$ cat src/rtl/uart_pkg.sv
// rtl/uart_pkg.sv - shared UART state encoding, baud arithmetic and vote helper
package uart_pkg;

    typedef enum logic [2:0] {
        IDLE,
        START,
        DATA,
        STOP,
        WAIT_HIGH
    } uart_state_e;

    // Single source of truth for the bit period, shared with the transmitter.
    function automatic int cycles_per_bit(input int clk_hz, input int bit_rate);
        return clk_hz / bit_rate;
    endfunction

    // 2-of-3 majority used to reject single-cycle noise around the bit centre.
    function automatic logic majority3(input logic a, input logic b, input logic c);
        return (a & b) | (a & c) | (b & c);
    endfunction

endpackage

$ cat src/rtl/uart_sync2.sv
// rtl/uart_sync2.sv - two-flop synchronizer for asynchronous inputs, resets to 1
module uart_sync2 (
    input  logic clk,
    input  logic rst_n,
    input  logic d,
    output logic q
);

    logic meta_q;
    logic meta_d;
    logic sync_q;
    logic sync_d;

    // Next values of the two synchronizer stages.
    always_comb begin
        meta_d = d;
        sync_d = meta_q;
    end

    // Synchronizer flops; reset to 1 so an idle-high line never looks like a start bit.
    always_ff @(posedge clk) begin
        if (!rst_n) begin
            meta_q <= 1'b1;
            sync_q <= 1'b1;
        end else begin
            meta_q <= meta_d;
            sync_q <= sync_d;
        end
    end

    assign q = sync_q;

endmodule

$ cat src/rtl/uart_rx_core.sv
// rtl/uart_rx_core.sv - UART receiver with mid-bit majority sampling and valid/ready output
module uart_rx_core
    import uart_pkg::*;
#(
    parameter int CLK_HZ       = 50000000,
    parameter int BIT_RATE     = 9600,
    parameter int PAYLOAD_BITS = 8
) (
    input  logic                    clk,
    input  logic                    rst_n,
    input  logic                    uart_rxd,
    input  logic                    uart_rx_en,
    input  logic                    uart_rx_ready,
    output logic [PAYLOAD_BITS-1:0] uart_rx_data,
    output logic                    uart_rx_valid,
    output logic                    uart_rx_frame_err,
    output logic                    uart_rx_break,
    output logic                    uart_rx_overrun
);

    localparam int CYCLES_PER_BIT = cycles_per_bit(CLK_HZ, BIT_RATE);
    localparam int HALF_BIT       = CYCLES_PER_BIT / 2;
    localparam int CW             = $clog2(CYCLES_PER_BIT);
    localparam int BW             = $clog2(PAYLOAD_BITS + 1);

    localparam logic [CW-1:0] CNT_LAST = CW'(CYCLES_PER_BIT - 1);
    localparam logic [CW-1:0] CNT_S0   = CW'(HALF_BIT - 1);
    localparam logic [CW-1:0] CNT_S1   = CW'(HALF_BIT);
    localparam logic [CW-1:0] CNT_S2   = CW'(HALF_BIT + 1);
    localparam logic [BW-1:0] BIT_LAST = BW'(PAYLOAD_BITS - 1);

    logic rxd_s;

    uart_state_e state_q, state_d;
    logic [CW-1:0]           cnt_q, cnt_d;
    logic [BW-1:0]           bit_q, bit_d;
    logic [2:0]              samp_q, samp_d;
    logic [PAYLOAD_BITS-1:0] shift_q, shift_d;
    logic [PAYLOAD_BITS-1:0] data_q, data_d;
    logic                    valid_q, valid_d;
    logic                    fe_q, fe_d;
    logic                    brk_q, brk_d;
    logic                    ovr_q, ovr_d;

    logic vote_mid;
    logic vote_stop;
    logic sample_slot;

    uart_sync2 u_sync (
        .clk   (clk),
        .rst_n (rst_n),
        .d     (uart_rxd),
        .q     (rxd_s)
    );

    // START/DATA decide at end of period from the three stored samples; STOP decides
    // on the third sample itself, so its third tap is the live synced line.
    assign vote_mid    = majority3(samp_q[2], samp_q[1], samp_q[0]);
    assign vote_stop   = majority3(samp_q[1], samp_q[0], rxd_s);
    assign sample_slot = (cnt_q == CNT_S0) || (cnt_q == CNT_S1) || (cnt_q == CNT_S2);

    // State and datapath registers.
    always_ff @(posedge clk) begin
        if (!rst_n) begin
            state_q <= IDLE;
            cnt_q   <= '0;
            bit_q   <= '0;
            samp_q  <= '0;
            shift_q <= '0;
            data_q  <= '0;
            valid_q <= 1'b0;
            fe_q    <= 1'b0;
            brk_q   <= 1'b0;
            ovr_q   <= 1'b0;
        end else begin
            state_q <= state_d;
            cnt_q   <= cnt_d;
            bit_q   <= bit_d;
            samp_q  <= samp_d;
            shift_q <= shift_d;
            data_q  <= data_d;
            valid_q <= valid_d;
            fe_q    <= fe_d;
            brk_q   <= brk_d;
            ovr_q   <= ovr_d;
        end
    end

    // Frame sequencing: start detect, start qualification, data bits, stop check, break hold-off.
    always_comb begin
        state_d = state_q;
        case (state_q)
            IDLE:      if (!rxd_s && uart_rx_en) state_d = START;
            START:     if (cnt_q == CNT_LAST) state_d = vote_mid ? IDLE : DATA;
            DATA:      if (cnt_q == CNT_LAST && bit_q == BIT_LAST) state_d = STOP;
            STOP:      if (cnt_q == CNT_S2) state_d = vote_stop ? IDLE : WAIT_HIGH;
            WAIT_HIGH: if (rxd_s) state_d = IDLE;
            default:   state_d = IDLE;
        endcase
    end

    // Counters, sample/shift registers, output register and one-cycle status pulses.
    always_comb begin
        cnt_d   = cnt_q;
        bit_d   = bit_q;
        samp_d  = samp_q;
        shift_d = shift_q;
        data_d  = data_q;
        valid_d = valid_q;
        fe_d    = 1'b0;
        brk_d   = 1'b0;
        ovr_d   = 1'b0;

        // An accept clears valid; a frame landing in the same cycle re-asserts it below.
        if (valid_q && uart_rx_ready) begin
            valid_d = 1'b0;
        end

        if ((state_q == START || state_q == DATA || state_q == STOP) && sample_slot) begin
            samp_d = {samp_q[1:0], rxd_s};
        end

        case (state_q)
            IDLE: begin
                cnt_d = '0;
                bit_d = '0;
            end
            START, DATA: begin
                if (cnt_q == CNT_LAST) begin
                    cnt_d = '0;
                    if (state_q == DATA) begin
                        shift_d = {vote_mid, shift_q[PAYLOAD_BITS-1:1]};
                        bit_d   = bit_q + 1'b1;
                    end
                end else begin
                    cnt_d = cnt_q + 1'b1;
                end
            end
            STOP: begin
                if (cnt_q == CNT_S2) begin
                    cnt_d = '0;
                    if (vote_stop) begin
                        data_d  = shift_q;
                        valid_d = 1'b1;
                        ovr_d   = valid_q && !uart_rx_ready;
                    end else if (shift_q == '0) begin
                        brk_d = 1'b1;
                    end else begin
                        fe_d = 1'b1;
                    end
                end else begin
                    cnt_d = cnt_q + 1'b1;
                end
            end
            default: begin
                cnt_d = '0;
            end
        endcase
    end

    assign uart_rx_data      = data_q;
    assign uart_rx_valid     = valid_q;
    assign uart_rx_frame_err = fe_q;
    assign uart_rx_break     = brk_q;
    assign uart_rx_overrun   = ovr_q;

endmodule

$ cat config.mk
export PLATFORM = sky130hd
export DESIGN_NAME = uart_rx_core
export DESIGN_NICKNAME = d
export VERILOG_FILES = /design/src/rtl/uart_pkg.sv /design/src/rtl/uart_sync2.sv /design/src/rtl/uart_rx_core.sv
export SDC_FILE = /design/constraint.sdc
export NUM_CORES = 1
export LEC_CHECK = 0
export CAP_MARGIN = 25
export CORE_ASPECT_RATIO = 0.6
export CORE_MARGIN = 2
export CORE_UTILIZATION = 55
export CTS_BUF_LIST = sky130_fd_sc_hd__clkbuf_4 sky130_fd_sc_hd__clkbuf_8 sky130_fd_sc_hd__clkbuf_16
export DETAILED_ROUTE_END_ITERATION = 6
export PLACE_DENSITY = 0.76
export SLEW_MARGIN = 20
export SYNTH_ARGS = -nofsm -noshare
export SYNTH_HDL_FRONTEND = slang
export SYNTH_SLANG_ARGS = --single-unit
$ cat constraint.sdc
create_clock -name clk -period 4.79 [get_ports clk]
set_input_delay 0.7185 -clock clk [delete_from_list [all_inputs] [get_ports clk]]
set_output_delay 0.7185 -clock clk [all_outputs]
set_load 0.005 [all_outputs]
==> results.json <==
{
  "async_flop_share": 0,
  "fp.coreArea_um2": 3700,
  "min_period_ps": 2470,
  "ys.flop_type": "dfxtp_1",
  "finClkSkew_ps": 8.14,
  "path_class": "input pin to flop",
  "start_util": 0.578,
  "peakVddDrop_mv": 0.181,
  "outcome": "finished clean",
  "crit_start": "rst_n",
  "ys_seq_area_frac": 0.421,
  "synth-xor-area-share": 0.0368,
  "synthToLayoutAreaGrowth_pct": 12.3,
  "rsz0062_at_grt": "false",
  "syn_avg_cell_area_um2": 9.81,
  "grt_pass1_vias": 1325,
  "routedWlPerCell_um": 14.0,
  "cp_max_fo": 33,
  "cts_resized": 0,
  "htree_levels": 2,
  "maxCapViolCount": 0,
  "synth-compound-area-share": 0.0813,
  "die_x_um": 84.5,
  "clock_sinks": 45,
  "portBuffers": 16,
  "grt_antenna_before_repair": 0,
  "ys_ff_latch": 45,
  "drive_gt1_frac": 0.137,
  "hold_viol_final": 0,
  "rr_startpoint": "cnt_q[0]",
  "clockBufferDepth": 2,
  "cts_root_buf": "clkbuf_8",
  "fmax_mhz": 405,
  "gp_congestion": 0.825,
  "via_per_inst": 5.47,
  "dp_hpwl_um": 2830,
  "synth.area.mux_share": 0.0889,
  "rows": 17,
  "power.leakage_nw": 0.856,
  "tns_ps": 0,
  "max-slew-margin-rel": 0.356,
  "antenna_cells": 0,
  "r2r_slack_ps": 2650,
  "synth_cell_types": 48,
  "ios": 17,
  "dp.cells": 273,
  "wirelength_um": 3940,
  "worstSetupEndpointType": "flop",
  "grt_use_total": 0.198,
  "r2r_end": "cnt_q[6]",
  "drtIter0Drc": 152,
  "netlist_instances": 218,
  "synthSimpleGateAreaFrac": 0.298,
  "grt_pass1_wl_um": 6670,
  "rr_worst_depth": 6,
  "maxSlewViolCount": 0,
  "clk_pin_slew_ps": 80,
  "start_kind": "input pin",
  "cts_hold_buf": 0,
  "power.density_nw_per_um2": 289,
  "routed-via-count": 1538,
  "fin_crit_sh": 0.515,
  "synth-adder-area-share": 0.0327,
  "setup_violations": 0,
  "final_common_cell": "dfxtp_1",
  "numCtsBuffers": 5,
  "drc": 0,
  "final.fill_count": 326,
  "die-area_um2": 4420,
  "syn_area_um2": 2140,
  "final_nets": 242,
  "endpoint": "cnt_q[6]",
  "yosysWarnings": 0,
  "critPathArrivalTime_ps": 2700,
  "ant_nets": 0,
  "syn_nets": 227,
  "clock_latency_ps": 300,
  "first_pass_iters": 5,
  "worst_pin_slew_ps": 964,
  "most-common-layout-cells": "dfxtp_1 (45), nor2b_1 (21), mux2i_1 (19)",
  "grt-ovfl-total": 0,
  "stdcell_count": 281,
  "cts_tree": "done",
  "grt_max_degree": 34,
  "whs_ps": 418,
  "post_cts_buffers": 0,
  "required_ps": 5020,
  "synth_edf_count": 0,
  "hp-class": "flop to flop",
  "fp.dieH_um": 52.3,
  "synth_top_family_by_area": "simple AND/OR/NAND/NOR gates"
}
Yosys cell counts, types with 2 or more instances:
| master | instances | area (um2) |
|---|---|---|
| dfxtp_1 | 45 | 901 |
| nor2b_1 | 21 | 131 |
| mux2i_1 | 19 | 190 |
| nand2_1 | 13 | 48.8 |
| nor2_1 | 10 | 37.5 |
| nor2_2 | 10 | 62.6 |
| o21ai_0 | 9 | 45.0 |
| nand3_1 | 8 | 40.0 |
| xnor2_1 | 7 | 61.3 |
| a21oi_1 | 6 | 30.0 |
| nor3_1 | 5 | 25.0 |
| and3_1 | 4 | 25.0 |
| clkbuf_1 | 4 | 15.0 |
| ha_1 | 4 | 50.1 |
| and3_2 | 3 | 22.5 |
| inv_1 | 3 | 11.3 |
| nor4_1 | 3 | 18.8 |
| or3_1 | 3 | 18.8 |
| a21boi_0 | 2 | 15.0 |
| and4bb_2 | 2 | 25.0 |
| buf_12 | 2 | 40.0 |
| maj3_1 | 2 | 20.0 |
| nand2b_1 | 2 | 12.5 |
| nand4b_1 | 2 | 17.5 |
| o211ai_1 | 2 | 15.0 |
| o21a_1 | 2 | 15.0 |
| or2b_1 | 2 | 15.0 |
| or4b_4 | 2 | 27.5 |
| xor2_1 | 2 | 17.5 |
report_power, final:
group	leakage [nW]	switching (mW)	internal, mW
Combinational	0.431	0.00658	0.00750
Sequential	0.363	0.00181	0.375
Clock	0.0619	0.127	0.176
Total	0.856	0.135	0.558
critical path, stage by stage:
cell and delay [ps]:
clkdlybuf4s50_1 1100, or4b_4 700, a21oi_1 170
per-layer routing:
layer,wire length [um],global-route usage
met5,0,0
met4,49,0.0714
met3,153,0.0472
met2,1440,0.247
met1,2300,0.316
how the worst min path moves through the flow:
stage                  start  endpoint  cells after the start
6_report       u_sync.meta_q  u_sync.q                      1
5_1_grt        u_sync.meta_q  u_sync.q                      1
4_1_cts        u_sync.meta_q  u_sync.q                      1
3_5_place_dp   u_sync.meta_q  u_sync.q                      1
3_3_place_gp   u_sync.meta_q  u_sync.q                      1
2_1_floorplan  u_sync.meta_q  u_sync.q                      1
logic make-up (layout without fill, tap and decap cells):
family                     after synthesis  in the layout
and+or+nand+nor                        101            101
AOI/OAI and AO/OA                       27             27
adders and majority gates                6              6
buffers and inverters                   11             27
muxes                                   19             19
DFF                                     45             45
xor gates and xnor gates                 9              9
flip-flops by register name, summed over array words and instances (netlist names):
name               flops
uart_rx_frame_err      1
uart_rx_data           8
samp_q                 3
u_sync.q               1
cnt_q                 13
uart_rx_overrun        1
state_q                3
uart_rx_valid          1
bit_q                  4
uart_rx_break          1
u_sync.meta_q          1
shift_q                8
stage by stage:
step                      utilization  cell area, um2  worst slack (ps)  total power [mW]
after floorplan                     -            2140              2850             0.394
after global placement          0.617            2280              2080             0.399
after detailed placement        0.617            2280              2020             0.399
after CTS                       0.649            2400              2340             0.696
after global routing            0.649            2400              2210             0.714
final                           0.649            2400              2320             0.694
cell type report:
type                    instances  area (um2)  share of cell area
clock buffers                   7        90.1              0.0375
clock inverters                 1        30.0              0.0125
flip-flops and latches         45         901               0.375
repair buffers                 16         160              0.0667
well taps                      47        58.8              0.0245
inverters                       3        11.3             0.00469
multi-input cells             162        1150               0.479
Power figures use the tool's default switching activity.
